`config.mk`:
```
export PLATFORM = sky130hd
export DESIGN_NAME = fp16_minmax_scan
export DESIGN_NICKNAME = d
export VERILOG_FILES = /design/src/rtl/fp16_minmax_scan.sv
export SDC_FILE = /design/constraint.sdc
export NUM_CORES = 1
export LEC_CHECK = 0
export BUFFER_PORTS_ARGS = -buffer_cell sky130_fd_sc_hd__buf_2
export CAP_MARGIN = 20
export CORE_MARGIN = 4
export CORE_UTILIZATION = 36
export CTS_CLUSTER_DIAMETER = 60
export DETAILED_ROUTE_END_ITERATION = 8
export PLACE_DENSITY = 0.61
export SYNTH_ARGS = -nofsm -noshare
export SYNTH_HDL_FRONTEND = slang
export SYNTH_SLANG_ARGS = --single-unit
```
`constraint.sdc`:
```
create_clock -name clk -period 6.94 [get_ports clk]
set_input_delay 1.041 -clock clk [delete_from_list [all_inputs] [get_ports clk]]
set_output_delay 1.041 -clock clk [all_outputs]
set_load 0.1 [all_outputs]
```
`src/rtl/fp16_minmax_scan.sv`:
```
`default_nettype none
//==============================================================================
// Module      : fp16_minmax_scan
// Description : Streaming fp16 min/max finder; one registered comparator is
//               time-shared between the running max and running min.
//               Optional macro TRUE_NEG_ORDER_EN swaps gt/lt for negative pairs.
// Revision    : 1.0 - initial release
//==============================================================================
module fp16_minmax_scan #(
    parameter int IDX_W = 8
) (
    input  logic             clk,
    input  logic             rst,
    input  logic             in_valid,
    output logic             in_ready,
    input  logic [15:0]      in_data,
    input  logic             in_last,
    output logic             out_valid,
    input  logic             out_ready,
    output logic [15:0]      out_max,
    output logic [15:0]      out_min,
    output logic [IDX_W-1:0] out_max_idx,
    output logic [IDX_W-1:0] out_min_idx,
    output logic [IDX_W-1:0] out_last_idx,
    output logic             out_ovf,
    output logic             busy
);

    typedef enum logic [2:0] {
        S_IDLE    = 3'd0,
        S_ACCEPT  = 3'd1,
        S_CMP_MAX = 3'd2,
        S_UPD_MAX = 3'd3,
        S_CMP_MIN = 3'd4,
        S_UPD_MIN = 3'd5,
        S_DONE    = 3'd6
    } state_t;

    localparam logic [IDX_W-1:0] c_IDX_MAX = '1;

    state_t           r_state;
    logic [15:0]      r_cur, r_max, r_min;
    logic [IDX_W-1:0] r_idx, r_max_idx, r_min_idx;
    logic             r_ovf, r_last;
    logic             r_gt, r_lt;
    logic [15:0]      r_out_max, r_out_min;
    logic [IDX_W-1:0] r_out_max_idx, r_out_min_idx, r_out_last_idx;
    logic             r_out_ovf;

    logic [15:0]      w_cmp_y;
    logic             w_gt_raw, w_lt_raw, w_swap, w_gt, w_lt;
    logic [15:0]      w_min_nx;
    logic [IDX_W-1:0] w_min_idx_nx;

    // Comparator operand Y follows the phase; X is always the current operand.
    assign w_cmp_y = (r_state == S_CMP_MIN) ? r_min : r_max;

    always_comb begin
        w_gt_raw = 1'b0;
        w_lt_raw = 1'b0;
        if (r_cur[15] != w_cmp_y[15]) begin
            w_gt_raw = ~r_cur[15];
            w_lt_raw = r_cur[15];
        end else begin
            w_gt_raw = (r_cur[14:0] > w_cmp_y[14:0]);
            w_lt_raw = (r_cur[14:0] < w_cmp_y[14:0]);
        end
    end

`ifdef TRUE_NEG_ORDER_EN
    assign w_swap = r_cur[15] & w_cmp_y[15];
`else
    assign w_swap = 1'b0;
`endif

    assign w_gt = w_swap ? w_lt_raw : w_gt_raw;
    assign w_lt = w_swap ? w_gt_raw : w_lt_raw;

    // Min state as it will be after UPD_MIN, so DONE can publish it directly.
    assign w_min_nx     = r_lt ? r_cur : r_min;
    assign w_min_idx_nx = r_lt ? r_idx : r_min_idx;

    always_ff @(posedge clk) begin
        if (rst) begin
            r_state        <= S_IDLE;
            r_cur          <= '0;
            r_max          <= '0;
            r_min          <= '0;
            r_idx          <= '0;
            r_max_idx      <= '0;
            r_min_idx      <= '0;
            r_ovf          <= 1'b0;
            r_last         <= 1'b0;
            r_gt           <= 1'b0;
            r_lt           <= 1'b0;
            r_out_max      <= '0;
            r_out_min      <= '0;
            r_out_max_idx  <= '0;
            r_out_min_idx  <= '0;
            r_out_last_idx <= '0;
            r_out_ovf      <= 1'b0;
        end else begin
            r_gt <= w_gt;
            r_lt <= w_lt;
            case (r_state)
                S_IDLE: begin
                    if (in_valid) begin
                        r_cur     <= in_data;
                        r_max     <= in_data;
                        r_min     <= in_data;
                        r_idx     <= '0;
                        r_max_idx <= '0;
                        r_min_idx <= '0;
                        r_ovf     <= 1'b0;
                        r_last    <= in_last;
                        if (in_last) begin
                            r_out_max      <= in_data;
                            r_out_min      <= in_data;
                            r_out_max_idx  <= '0;
                            r_out_min_idx  <= '0;
                            r_out_last_idx <= '0;
                            r_out_ovf      <= 1'b0;
                            r_state        <= S_DONE;
                        end else begin
                            r_state <= S_ACCEPT;
                        end
                    end
                end
                S_ACCEPT: begin
                    if (in_valid) begin
                        r_cur  <= in_data;
                        r_last <= in_last;
                        if (r_idx == c_IDX_MAX) begin
                            r_ovf <= 1'b1;
                        end else begin
                            r_idx <= r_idx + 1'b1;
                        end
                        r_state <= S_CMP_MAX;
                    end
                end
                S_CMP_MAX: r_state <= S_UPD_MAX;
                S_UPD_MAX: begin
                    if (r_gt) begin
                        r_max     <= r_cur;
                        r_max_idx <= r_idx;
                    end
                    r_state <= S_CMP_MIN;
                end
                S_CMP_MIN: r_state <= S_UPD_MIN;
                S_UPD_MIN: begin
                    r_min     <= w_min_nx;
                    r_min_idx <= w_min_idx_nx;
                    if (r_last) begin
                        r_out_max      <= r_max;
                        r_out_min      <= w_min_nx;
                        r_out_max_idx  <= r_max_idx;
                        r_out_min_idx  <= w_min_idx_nx;
                        r_out_last_idx <= r_idx;
                        r_out_ovf      <= r_ovf;
                        r_state        <= S_DONE;
                    end else begin
                        r_state <= S_ACCEPT;
                    end
                end
                S_DONE: begin
                    if (out_ready) begin
                        r_state <= S_IDLE;
                    end
                end
                default: r_state <= S_IDLE;
            endcase
        end
    end

    assign in_ready     = ((r_state == S_IDLE) || (r_state == S_ACCEPT)) && !rst;
    assign out_valid    = (r_state == S_DONE);
    assign busy         = (r_state != S_IDLE);
    assign out_max      = r_out_max;
    assign out_min      = r_out_min;
    assign out_max_idx  = r_out_max_idx;
    assign out_min_idx  = r_out_min_idx;
    assign out_last_idx = r_out_last_idx;
    assign out_ovf      = r_out_ovf;

endmodule
`default_nettype wire

```
* Yosys cells after proc, flatten, opt, wreduce, memory -nomap -nowiden
Index checks and enable logic that the tools add are counted.
** Storage, ports and cells
- Bits in registers :: 136
- Bits of input ports :: 21
- Output and inout port bits :: 60
** Operators by class
- $add $sub $neg :: 1
- $lt $le $gt $ge :: 2
- Equality and inequality tests :: 16
- Mux-type cells :: 44
- Bitwise operators :: 1
- Reductions and logical operators :: 16
** Operators by type and width (count)
- 2-to-1 mux 16 bit :: 8
- case mux 16 bit (2 select lines) :: 4
- case mux 8 bit (2 select lines) :: 6
- 2-to-1 mux 8 bit :: 10
- case mux 3 bit (7 select lines) :: 1
- > comparator 15 bit :: 1
- less-than comparator 15 bit :: 1
- 2-to-1 mux 3 bit :: 5
- != test 2 bit (second input constant) :: 7
- AND reduction 4 bit :: 3
- equality test 3 bit (second input constant) :: 3
- adder 8 x 1 -> 8 bit (second input constant) :: 1
- equality test 8 bit (second input constant) :: 1
- 2-to-1 mux 1 bit :: 8
- equality test 3 x 2 -> 1 bit (second input constant) :: 2
- AND reduction 3 bit :: 2
- nonzero test 2 bit :: 3
- case mux 1 bit (2 select lines) :: 2
- AND reduction 2 bit :: 2
- equality test 3 x 1 -> 1 bit (second input constant) :: 1
- logical NOT 3 bit :: 1
- nonzero test 3 bit :: 1
- != test 2 x 1 -> 1 bit (second input constant) :: 1
- OR reduction 2 bit :: 1
- 5 further kinds :: 5

* Longest topological paths before layout
- Depth after elaboration :: 4
- Depth in mapped cells :: 11
- Depth with buffers taken out :: 8

* Worst setup path before layout
No wires, ideal clock.
- Path type :: input to output
- Start point :: input port rst
- End point :: output port in_ready
- Arrival :: 3611 ps
- Setup slack :: 2288 ps
- Cell stages on the path :: 4
- Cell sequence :: clkbuf_1 clkbuf_1 clkbuf_1 nor3_1
** On the way
- Word-level cells in the longest chain between the ends :: 2
** RTL lines
- from (decl) :: line 13 : input logic rst,
- logical NOT 1 bit :: line 175 : assign in_ready = ((r_state == S_IDLE) || (r_state == S_ACCEPT)) && !rst;
- logical AND 1 bit :: line 175
- to (decl) :: line 15 : output logic in_ready,
Every way passes these cells.

* Worst setup path in the final report
Same ends and word-level chain as after synthesis.

==> results by group <==
Synth
  – Post-synth ARST share: 0
  – Register area share after synthesis: 0.440
  – Post-synth EDFFs: 0
  – Post-Syn Nets: 762
  – Yosys cell types: 45
  – Top FF cell, synth: dfxtp_1
  – Mapped Area: 6190 um^2
  – Mapped Cells: 725
  – Syn avg cell area: 8.54 um^2
  – YS warnings: 0
  – Synth Register Bits: 136

Power
  – Sw power: 0.974 mW
  – Gate power share: 0.281
  – Peak VDD IR: 0.225 mV
  – Tot Pwr: 2.69 mW
  – Pwr per Cell Area: 367 nW/um^2
  – P_int: 1.72 mW
  – Pleak: 2.85 nW
  – Sequential power share: 0.350
  – Clock Power Share: 0.369
  – Switching Fraction: 0.361

Detailed routing
  – Routed WL: 16,300 um
  – Routed Antenna Nets: 0
  – DRT iter0 DRCs: 489
  – Post-DR vias/cell: 5.36
  – Via count: 5,381
  – Routed len/inst: 16.3 um
  – Count of TritonRoute iterations in the first routing pass: 5
  – DRC errors left: 0

Timing
  – Fin worst setup slack: 3.78 ns
  – Skew final: 0.00671 ns
  – Slew @ Worst Pin: 0.991 ns
  – Unrepaired setup endpoints after global routing: false
  – Final Cycle Share: 0.455
  – Final hold slack: 0.452 ns
  – Final setup fails: 0
  – F_max: 317 MHz
  – Clock period minus worst slack: 3.16 ns
  – Hold Fails Final Rpt: 0
  – Fin. max-slew vios: 0
  – Fin Setup TNS: 0 ns
  – Slew Limit Headroom: 0.340

Setup path
  – CP Launch Type: input port
  – CP Class: in -> out
  – Biggest fanout along the worst timing path: 76
  – Required time worst endpoint: 5.90 ns
  – Endpoint class of the critical path: output pin
  – Worst r2r src: r_state[0]
  – Internal reg-to-reg setup slack: 3.97 ns
  – Crit path DAT: 2.12 ns
  – FF-to-FF path depth: 5
  – FF-to-FF End: out_max[9]

Min path
  – Hold path startpoint: out_min[11]
  – Min-Delay Endpoint: out_min[11]
  – Hold Path Cell Cnt: 2
  – Worst min-delay path class: reg -> reg

Clock tree
  – CTS hold repair buffers: 0
  – Post-CTS sizing: 0
  – H-tree levels: 4
  – Post-CTS setup buffer count: 0
  – Sinks on Clock Net: 136
  – Cts bufs inserted: 17
  – CTS tree: yes
  – Clk Latency, worst-skew pair: 0.43 ns
  – Reg clk slew, reported paths: 0.06 ns
  – CTS max path bufs: 2
  – Root Buffer: clkbuf_16

Placement
  – Final Wtd Congestion: 0.762
  – Placed instance count: 972
  – Port bufs: 80
  – DP Wirelength: 10,400 um
  – DP Worst Slack: 3.43 ns

Run
  – Max-cap violations: 0

GRT
  – First-pass GRT wire length: 26,800 um
  – Grt ovf: 0
  – Initial antenna violation count: 0
  – GRT Total Usage: 0.171
  – Largest net degree at the start of global routing: 77
  – Vias in the first global route: 5,024

Finish
  – Most frequent cells in the layout: dfxtp_1, nand2_1, nor2_1
  – Final std cells w/o fill: 1,004
  – Post-layout nets: 808
  – Fillers: 1,637
  – Area grow syn2layout: 18.4%
  – Multi-input logic area: 3180 um^2
  – FF/Latch Area: 2720 um^2
  – ANT cells: 0
  – Share of layout cells above drive strength 1: 0.200
  – Most common cell after layout, fill and taps aside: dfxtp_1

Floorplan
  – Core area: 16,700 um^2
  – Die Height: 139 um
  – Die ar.: 19,400 um^2
  – Die X: 139 um
  – FP Rows: 47
  – Initial core utilization: 0.371
  – I/O pins: 81

Run status
  – Status: finished, final reports clean
-- synth_stat cells, types with 13 or more instances --
cell type    n  area, um^2
a211oi_1    30         225
a21oi_1     60         300
a22oi_1     33         248
buf_2       15        75.1
clkbuf_1    41         154
dfxtp_1    136        2720
ha_1        16         200
mux2_2      18         203
mux2i_1     37         370
nand2_1    110         413
nand3_1     17        85.1
nor2_1      96         360
nor3_1      16        80.1
o21ai_0     18        90.1
o22ai_1     13        81.3
-- power by group through the flow --
stage                     Sequential, mW  Clock, mW  Combinational [mW]
after CTS                          0.943       1.01               0.760
after global placement             0.959          0               0.747
after global routing               0.957       1.05               0.815
final                              0.943      0.995               0.756
after detailed placement           0.960          0               0.758
after floorplan                     1.16          0               0.402
-- cells by family after synthesis --
logic type | share of synthesized area
AO/OA/AOI/OAI | 0.204
buffers and inverters | 0.0479
AND/OR/NAND/NOR | 0.184
multiplexers | 0.0925
adder cells (fa/ha/maj) | 0.0323
flip-flops | 0.440
-- metal layers --
metal  GRT usage  vias to the layer above  wire, um
li1            -                     2687         -
met1       0.228                     2523      7720
met2       0.270                      138      7550
met3      0.0438                       33       775
met4      0.0566                        0       302
met5           0                        -         0
-- how the worst max path moves through the flow --
stage / from / end / cells after the start
floorplan: rst / in_ready / 4
global placement: in_valid / out_min_idx[5] / 6
detailed placement: in_valid / out_max[13] / 6
CTS: rst / in_ready / 3
global route: r_state[0] / out_max[15] / 5
finish: rst / in_ready / 3
-- stage by stage --
stage                      util  area (um^2)
after global placement    0.399         6660
after floorplan               -         6190
after global routing      0.439         7330
final                     0.439         7330
after CTS                 0.439         7330
after detailed placement  0.400         6680
-- registers in the layout, indices dropped and copies added, names as in the netlist --
name,flops
r_ovf,1
r_state,3
r_lt,1
r_gt,1
out_min,16
out_ovf,1
r_max_idx,8
r_min,16
out_max_idx,8
out_max,16
r_min_idx,8
out_last_idx,8
out_min_idx,8
r_cur,16
r_last,1
r_idx,8
r_max,16
-- critical path, stage by stage --
cell and delay, ns:
buf_4 0.62, nor3_1 0.09, buf_2 0.33
-- cell type report --
type                    instances  area share
well taps                     220      0.0375
inverters                       5     0.00256
clock inverters                12      0.0270
flip-flops and latches        136       0.371
multi-input cells             522       0.434
clock buffers                  20      0.0623
repair buffers                 89      0.0652
Power figures use the tool's default switching activity.
